--- src/rtl/aip_slave_if.sv ---
// Accelerator-side AIP slave: host buffers, config/status registers and the core start/done handshake.
// Optional feature macro: AIP_IF_IRQ_EN (interrupt-enable register and completion interrupt).
module aip_slave_if #(
  parameter int          MEM_AW = 4,
  parameter logic [31:0] IP_ID  = 32'h0000_A1B0
) (
  input  logic              i_clk,
  input  logic              i_rst,
  input  logic [31:0]       i_aip_dataIn,
  input  logic [4:0]        i_aip_config,
  input  logic              i_aip_read,
  input  logic              i_aip_write,
  input  logic              i_aip_start,
  output logic [31:0]       o_aip_dataOut,
  output logic              o_aip_int,
  output logic              o_core_start,
  input  logic              i_core_done,
  output logic [31:0]       o_core_cfg,
  input  logic [MEM_AW-1:0] i_core_in_addr,
  output logic [31:0]       o_core_in_rdata,
  input  logic              i_core_out_we,
  input  logic [MEM_AW-1:0] i_core_out_addr,
  input  logic [31:0]       i_core_out_wdata
);

  localparam int DEPTH = 1 << MEM_AW;
  localparam logic [4:0] SEL_MEMIN  = 5'h00;
  localparam logic [4:0] SEL_MEMOUT = 5'h01;
  localparam logic [4:0] SEL_CONF   = 5'h02;
  localparam logic [4:0] SEL_STATUS = 5'h1E;
  localparam logic [4:0] SEL_ID     = 5'h1F;
  localparam logic [MEM_AW-1:0] PTR_ONE = {{(MEM_AW-1){1'b0}}, 1'b1};
  localparam logic [MEM_AW-1:0] PTR_ZERO = {MEM_AW{1'b0}};

  typedef enum logic [1:0] {
    S_IDLE = 2'd0,
    S_RUN  = 2'd1,
    S_DONE = 2'd2
  } state_t;

  state_t            r_state;
  state_t            w_state_nxt;
  logic              r_read_q;
  logic              r_write_q;
  logic              r_start_q;
  logic [4:0]        r_sel_q;
  logic [MEM_AW-1:0] r_wptr;
  logic [MEM_AW-1:0] r_rptr;
  logic [31:0]       r_cfg;
  logic              r_core_start;
  logic              r_int;
  logic [31:0]       r_mem_in  [DEPTH];
  logic [31:0]       r_mem_out [DEPTH];

  logic        w_rd_edge;
  logic        w_wr_edge;
  logic        w_start_edge;
  logic        w_sel_chg;
  logic        w_status_wr;
  logic        w_status_clr;
  logic        w_start_acc;
  logic        w_busy;
  logic        w_done;
  logic        w_int_en;
  logic        w_int_en_nxt;
  logic [31:0] w_rdata;

  // One action per rising strobe, however long the bridge holds it.
  assign w_rd_edge    = i_aip_read  & ~r_read_q;
  assign w_wr_edge    = i_aip_write & ~r_write_q;
  assign w_start_edge = i_aip_start & ~r_start_q;
  assign w_sel_chg    = (i_aip_config != r_sel_q);
  assign w_status_wr  = w_wr_edge & (i_aip_config == SEL_STATUS);
  assign w_status_clr = w_status_wr & i_aip_dataIn[0];
  assign w_busy       = (r_state == S_RUN);
  assign w_done       = (r_state == S_DONE);

`ifdef AIP_IF_IRQ_EN
  logic r_int_en;

  always_ff @(posedge i_clk or negedge i_rst) begin
    if (!i_rst) begin
      r_int_en <= 1'b0;
    end else if (w_status_wr) begin
      r_int_en <= i_aip_dataIn[16];
    end
  end

  assign w_int_en     = r_int_en;
  assign w_int_en_nxt = w_status_wr ? i_aip_dataIn[16] : r_int_en;
`else
  assign w_int_en     = 1'b0;
  assign w_int_en_nxt = 1'b0;
`endif

  always_ff @(posedge i_clk or negedge i_rst) begin
    if (!i_rst) begin
      r_read_q  <= 1'b0;
      r_write_q <= 1'b0;
      r_start_q <= 1'b0;
      r_sel_q   <= 5'h00;
    end else begin
      r_read_q  <= i_aip_read;
      r_write_q <= i_aip_write;
      r_start_q <= i_aip_start;
      r_sel_q   <= i_aip_config;
    end
  end

  always_comb begin
    w_state_nxt = r_state;
    w_start_acc = 1'b0;
    case (r_state)
      S_IDLE: begin
        if (w_start_edge) begin
          w_state_nxt = S_RUN;
          w_start_acc = 1'b1;
        end else begin
          w_state_nxt = S_IDLE;
        end
      end
      // A STATUS clear landing together with core done loses: done still sets.
      S_RUN: begin
        if (i_core_done) begin
          w_state_nxt = S_DONE;
        end else begin
          w_state_nxt = S_RUN;
        end
      end
      S_DONE: begin
        if (w_start_edge) begin
          w_state_nxt = S_RUN;
          w_start_acc = 1'b1;
        end else if (w_status_clr) begin
          w_state_nxt = S_IDLE;
        end else begin
          w_state_nxt = S_DONE;
        end
      end
      default: begin
        w_state_nxt = S_IDLE;
      end
    endcase
  end

  always_ff @(posedge i_clk or negedge i_rst) begin
    if (!i_rst) begin
      r_state      <= S_IDLE;
      r_core_start <= 1'b0;
      r_int        <= 1'b0;
    end else begin
      r_state      <= w_state_nxt;
      r_core_start <= w_start_acc;
      r_int        <= (w_state_nxt == S_DONE) & w_int_en_nxt;
    end
  end

  // Target switch or a new job rewinds both host pointers.
  always_ff @(posedge i_clk or negedge i_rst) begin
    if (!i_rst) begin
      r_wptr <= PTR_ZERO;
      r_rptr <= PTR_ZERO;
    end else if (w_sel_chg || w_start_acc) begin
      r_wptr <= PTR_ZERO;
      r_rptr <= PTR_ZERO;
    end else begin
      if (w_wr_edge && (i_aip_config == SEL_MEMIN)) begin
        r_wptr <= r_wptr + PTR_ONE;
      end
      if (w_rd_edge && ((i_aip_config == SEL_MEMIN) || (i_aip_config == SEL_MEMOUT))) begin
        r_rptr <= r_rptr + PTR_ONE;
      end
    end
  end

  always_ff @(posedge i_clk or negedge i_rst) begin
    if (!i_rst) begin
      r_cfg <= 32'h0000_0000;
    end else if (w_wr_edge && (i_aip_config == SEL_CONF)) begin
      r_cfg <= i_aip_dataIn;
    end
  end

  // Buffer contents are deliberately left unreset.
  always_ff @(posedge i_clk) begin
    if (w_wr_edge && (i_aip_config == SEL_MEMIN)) begin
      r_mem_in[r_wptr] <= i_aip_dataIn;
    end
    if (i_core_out_we) begin
      r_mem_out[i_core_out_addr] <= i_core_out_wdata;
    end
  end

  always_comb begin
    w_rdata = 32'h0000_0000;
    case (i_aip_config)
      SEL_MEMIN:  w_rdata = r_mem_in[r_rptr];
      SEL_MEMOUT: w_rdata = r_mem_out[r_rptr];
      SEL_CONF:   w_rdata = r_cfg;
      SEL_STATUS: w_rdata = {15'h0000, w_int_en, 14'h0000, w_done, w_busy};
      SEL_ID:     w_rdata = IP_ID;
      default:    w_rdata = 32'h0000_0000;
    endcase
  end

  assign o_aip_dataOut   = w_rdata;
  assign o_aip_int       = r_int;
  assign o_core_start    = r_core_start;
  assign o_core_cfg      = r_cfg;
  assign o_core_in_rdata = r_mem_in[i_core_in_addr];

endmodule

--- config.mk ---
export PLATFORM = sky130hd
export DESIGN_NAME = aip_slave_if
export DESIGN_NICKNAME = d
export VERILOG_FILES = /design/src/rtl/aip_slave_if.sv
export SDC_FILE = /design/constraint.sdc
export NUM_CORES = 1
export LEC_CHECK = 0
export CORE_ASPECT_RATIO = 1.2
export CORE_UTILIZATION = 55
export CTS_CLUSTER_DIAMETER = 30
export CTS_CLUSTER_SIZE = 12
export DETAILED_ROUTE_END_ITERATION = 16
export MAX_ROUTING_LAYER = met4
export PLACE_DENSITY = 0.82
export RECOVER_POWER = 25
export SLEW_MARGIN = 20
export SYNTH_ARGS = -nofsm -noshare
export SYNTH_HDL_FRONTEND = slang
export SYNTH_SLANG_ARGS = --single-unit
--- constraint.sdc ---
create_clock -name i_clk -period 3.3 [get_ports i_clk]
set_clock_uncertainty 0.2 [all_clocks]
set_input_delay 0.66 -clock i_clk [delete_from_list [all_inputs] [get_ports i_clk]]
set_output_delay 0.66 -clock i_clk [all_outputs]
set_load 0.05 [all_outputs]
# ---- Word-level counts from Yosys, hierarchy flattened
# Memories as Yosys holds them, arrays and structs flattened.
# Index checks and enable logic that the tools add are counted.
dict set report word_totals {
  elab_cells 54
  output_inout_bits 98
  register_bits 51
  ramBits 1024
  input_bits 84
  mem_count 2
}
# memory words width read_ports rd_ports_with_merged_regs wr line
set mem_list {}
lappend mem_list {r_mem_in 16 32 2 0 1 52} ;# logic [31:0] r_mem_in [DEPTH];
lappend mem_list {r_mem_out 16 32 1 0 1 53} ;# logic [31:0] r_mem_out [DEPTH];
dict set report op_classes {
  n_reduce_logical 10
  eq_ne 7
  muxes 16
  addsub 2
  bitwise 8
}
# cell count
set op_table {}
lappend op_table {{$pmux W32 S5} 1}
lappend op_table {{$mux W4} 4}
lappend op_table {{$eq A5 B5 Y1 const B} 2}
lappend op_table {{$add A4 B1 Y4 const B} 2}
lappend op_table {{$mux W1} 7}
lappend op_table {{$mux W2} 3}
lappend op_table {{$pmux W2 S3} 1}
lappend op_table {{$and A1 B1 Y1} 5}
lappend op_table {{$eq A5 B1 Y1 const B} 1}
lappend op_table {{$eq A5 B2 Y1 const B} 1}
lappend op_table {{$logic_not A5 Y1} 1}
lappend op_table {{$ne A5 B5 Y1} 1}
lappend op_table {{$reduce_bool A2 Y1} 2}
lappend op_table {{$logic_and A1 B1 Y1} 3}
lappend op_table {{$not A1 Y1} 3}
lappend op_table {{$eq A2 B1 Y1 const B} 1}
lappend op_table {{$eq A2 B2 Y1 const B} 1}
lappend op_table {{$logic_not A2 Y1} 1}
lappend op_table {{$logic_or A1 B1 Y1} 2}
lappend op_table {{$reduce_or A2 Y1} 1}

# ---- Logic depth before layout (Yosys ltp)
dict set report logic_depth {
  depth_word 7
  ltp_mapped 9
  mapped_depth_nobuf 4
}

# ---- Worst setup path after synthesis
# No wires, ideal clock.
dict set report synth_timing {
  path_type {input -> register}
  start {in i_core_out_addr[3]}
  end {mem r_mem_out[0][0], enable pin}
  stages 2
  required_ns 2.639
  path_slack_ns -0.741
  setup_time_ns 0.461
  arrival_ns 3.379
  path_buffers 0
  cell_sequence {or3b_2 -> nor3_1}
}
# item line
set synth_lines {}
lappend synth_lines {{start: declaration} 22} ;# input logic [MEM_AW-1:0] i_core_out_addr,
lappend synth_lines {{end: declaration} 53}
# Straight into the memory's write port.

# ---- Worst setup path after layout
dict set report layout_timing {
  start {reg r_rptr[0]}
  end {out o_aip_dataOut[1]}
}
dict set report layout_between {
  elab_chain_len 2
  word_cells_on_any_way 3
  classes_between {1 x mux; 2 x memory}
}
# item line
set layout_lines {}
lappend layout_lines {{start: declaration} 48} ;# logic [MEM_AW-1:0] r_rptr;
lappend layout_lines {{start signal: assignment} 171} ;# r_rptr <= r_rptr + PTR_ONE;
lappend layout_lines {{$mem_v2 Z16 W32 (on tied branches)} n/a}
lappend layout_lines {{$pmux W32 S5 (*)} 196} ;# case (i_aip_config)
lappend layout_lines {{end: declaration} 14} ;# output logic [31:0] o_aip_dataOut,
# Every way passes the cells marked *; elsewhere a longest branch is shown, timed or not.

==> flow_metrics.py <==
metrics = {
    "run_status": {
        "status": "finished, violations left",
        "violations": "max-capacitance violations, max-slew violations, negative setup slack",
    },
    "die": {
        "chipWidth_um": 264,
        "start_util": 0.559,
        "fp.dieH_um": 316,
        "die_area_um2": 83500,
        "io_pins": 182,
        "rows": 114,
        "coreArea_um2": 81000,
    },
    "layout": {
        "area_delta_synth_final_pct": 27.2,
        "regArea_um2": 32000,
        "multiInputGateArea_um2": 13300,
        "num-fill-cells": 4166,
        "drive_above_1_share": 0.419,
        "nNetsFinal": 2630,
    },
    "drt": {
        "vias": 28100,
        "drtPass1Iterations": 6,
        "drcViolationCount": 0,
        "wl_per_cell_um": 40.6,
        "dr.first_iter.drc_count": 4542,
        "totalWireLength_mm": 151,
        "viasPerCell": 7.56,
        "ant_nets": 0,
    },
    "sta": {
        "worst_pin_slew_ns": 1.91,
        "fmax_ghz": 0.245,
        "finalHoldViolCount": 0,
        "worst_slew_margin_rel": -0.271,
        "setup_ws_ns": -0.786,
        "fin_crit_ns": 4.09,
        "finalCritPeriodShare": 1.24,
        "rsz0062_at_grt": "yes",
        "setup-violations-final": 42,
        "holdWs_ns": 0.334,
        "finalMaxSlewViolations": 52,
    },
    "power_and_ir_drop": {
        "p_leak_nw": 18.6,
        "irDropWorstVdd_mv": 0.601,
        "p_per_area_nw_per_um2": 581,
        "power.total_mw": 33.4,
    },
    "global_routing": {
        "antenna_found_initial": 14,
        "grt-ovfl-total": 0,
        "grt_pass1_wl_mm": 203,
        "grt_pass1_vias": 28200,
        "grt_start_max_net_pins": 54,
        "grtUsageTotal": 0.358,
    },
    "worst_setup_path": {
        "cpPeakStageDelay_ns": 0.63,
        "cp.required_ns": 2.44,
        "path_cells": "buf_6 > clkbuf_16 > mux4_2 > a22oi_2 > buf_4 > a21oi_2 > a211o_4 > buf_12",
        "slowest_stage": "mux4_2",
        "arrival_ns": 3.23,
        "crit_type": "reg -> out",
        "cp_num_buf_inv": 4,
        "critical_path.top_delay_family": "buffers and inverters",
        "path_max_fanout": 6,
        "startpoint_type": "register",
        "endpoint_kind": "output port",
        "rrSetupSlack_ns": 0.58,
    },
    "synthesis": {
        "async_flop_share": 0.0474,
        "synth-seq-cells": 1075,
        "ys_types": 49,
        "synth-edff-count": 1024,
        "syn_area_per_cell_um2": 21.6,
        "synth_seq_area_share": 0.707,
        "synthesis.nets": 2182,
        "synthCells": 2093,
        "netlist_area_um2": 45300,
        "ys.warnings.count": 0,
        "ys.flop_type": "edfxtp_1",
    },
    "placement": {
        "port_buffers": 180,
        "hpwl_mm": 72.1,
        "gp_congestion": 0.841,
    },
    "worst_hold_path": {
        "min_path_type": "in -> reg",
    },
    "clock_tree": {
        "numCtsBuffers": 152,
        "cts_tree": "yes",
        "worstSkewPairLatency_ns": 0.76,
        "clk_transition_reported_paths_ns": 0.06,
        "clk_path_buf_depth": 3,
        "htreeDepth": 4,
        "clock_sinks": 1075,
        "cts_root_buffer": "clkbuf_16",
    },
    "job": {
        "maxCapViolations": 1,
    },
}
## state kept, by name, indices dropped and copies added, names as in the netlist, 2 cells and up
| register | cells |
|---|---|
| r_mem_out | 512 |
| o_core_cfg | 32 |
| r_wptr | 4 |
| r_state | 2 |
| r_sel_q | 5 |
| r_rptr | 4 |
| r_mem_in | 512 |
## area by class of cell
| class | instances | area share |
|---|---|---|
| Inverter | 9 | 0.000587 |
| Sequential cell | 1075 | 0.556 |
| Clock inverter | 103 | 0.0182 |
| Timing Repair Buffer | 438 | 0.101 |
| Multi-Input combinational cell | 865 | 0.231 |
| Antenna cell | 14 | 0.000608 |
| Tap cell | 1044 | 0.0227 |
| Clock buffer | 174 | 0.0695 |
## cells in the final DEF, fill, tap and decap left out, drive strengths merged, types with 3 or more instances in the layout
cell type      count
edfxtp          1024
mux4             368
buf              310
clkbuf           186
mux2i            129
clkdlybuf4s50     72
a22oi             64
dfrtp             51
a22o              48
clkinv            45
nor2              45
dlygate4sd3       40
mux2              40
inv               36
a32oi             24
o221ai            20
clkinvlp          17
a21oi             16
diode             14
bufinv            14
and2              14
nand3              9
xor2               8
o21ai              8
a211o              8
nand2              7
o211ai             6
o22ai              6
nor2b              6
nor3               5
ha                 5
nand2b             4
bufbuf             4
nand3b             3
and3               3
xnor2              3
nand4              3
nor4               3
## Yosys cell counts, types with 8 or more instances
master | number | area share
edfxtp_1 | 1024 | 0.68
mux4_2 | 368 | 0.18
mux2i_1 | 129 | 0.029
clkbuf_1 | 66 | 0.0055
a22oi_1 | 64 | 0.011
dfrtp_1 | 51 | 0.028
a22o_1 | 48 | 0.0093
nor2_1 | 44 | 0.0036
buf_2 | 33 | 0.0036
mux2_4 | 30 | 0.0099
a32oi_1 | 24 | 0.0046
buf_4 | 23 | 0.0038
o221ai_1 | 20 | 0.0039
a21oi_1 | 16 | 0.0018
and2_1 | 14 | 0.0019
buf_6 | 12 | 0.0030
buf_1 | 10 | 0.00083
inv_1 | 9 | 0.00075
nand3_1 | 9 | 0.00099
a211o_1 | 8 | 0.0015
mux2_2 | 8 | 0.0020
xor2_1 | 8 | 0.0015
## path summary, 6_finish.rpt
kind                                 from                to  cells past startpoint
setup / recovery                r_rptr[0]  o_aip_dataOut[1]                      8
hold / removal                i_aip_write         r_write_q                      1
setup reg to reg                r_write_q    r_mem_in[0][1]                      5
hold reg to reg            o_core_cfg[20]    o_core_cfg[20]                      1
max in group asynchronous           i_rst         r_rptr[1]                      3
min in group asynchronous           i_rst    o_core_cfg[23]                      3
## logic make-up (layout without fill, tap and decap cells)
kind of cell,Yosys count,in the layout,synth area share
DFF,1075,1075,0.707
muxes,537,537,0.224
AOI/OAI and AO/OA,201,201,0.0346
buffers and inverters,153,724,0.0175
and+or+nand+nor,110,110,0.0129
xor gates and xnor gates,11,11,0.00213
adders and majority gates,5,5,0.00138
other,1,15,0.0000828
## per-stage QoR
stage	TNS (ns)	util	area [um2]	worst slack [ns]	std cells
4_1_cts	-19.15	0.701	56800	-0.687	3679
3_3_place_gp	-55.24	0.623	50500	-0.259	3358
2_1_floorplan	-33.80	-	45300	-0.264	2093
3_5_place_dp	-87.01	0.623	50500	-0.316	3358
5_1_grt	-22.14	0.711	57600	-0.797	3719
6_report	-21.47	0.711	57600	-0.786	3722
## routing by layer
layer / up-vias / wire length [um] / global-route usage / share of wire
met5: - / 0 / - / 0
met2: 3077 / 73700 / 0.571 / 0.49
met1: 14200 / 47100 / 0.411 / 0.31
met4: 0 / 11400 / 0.211 / 0.076
li1: 10000 / - / - / -
met3: 821 / 18900 / 0.0945 / 0.12
## what timing repair did
action | 4_1_cts | 5_1_grt
endpoints found under the hold margin | 51 | 0
hold buffers | 1 | 0
gates resized for setup | 118 | 87
pin swaps | 37 | 29
setup endpoints to repair | 52 | 50
cloned | 11 | 7
buffers inserted | 32 | 23
## report_power, final
group | internal [mW] | leakage [nW] | switching [mW]
Combinational | 0.668 | 6.24 | 1.07
Sequential | 15.1 | 9.89 | 0.142
Clock | 9.91 | 2.42 | 6.51
## worst reg2reg max path, delay by kind of cell (launching register included)
kind | cells | cell delay [ns]
flip-flops | 1 | 0.37
AND/OR/NAND/NOR | 4 | 1.59
buffers and inverters | 1 | 0.25
Note: power is estimated with default switching activity, not from simulation.
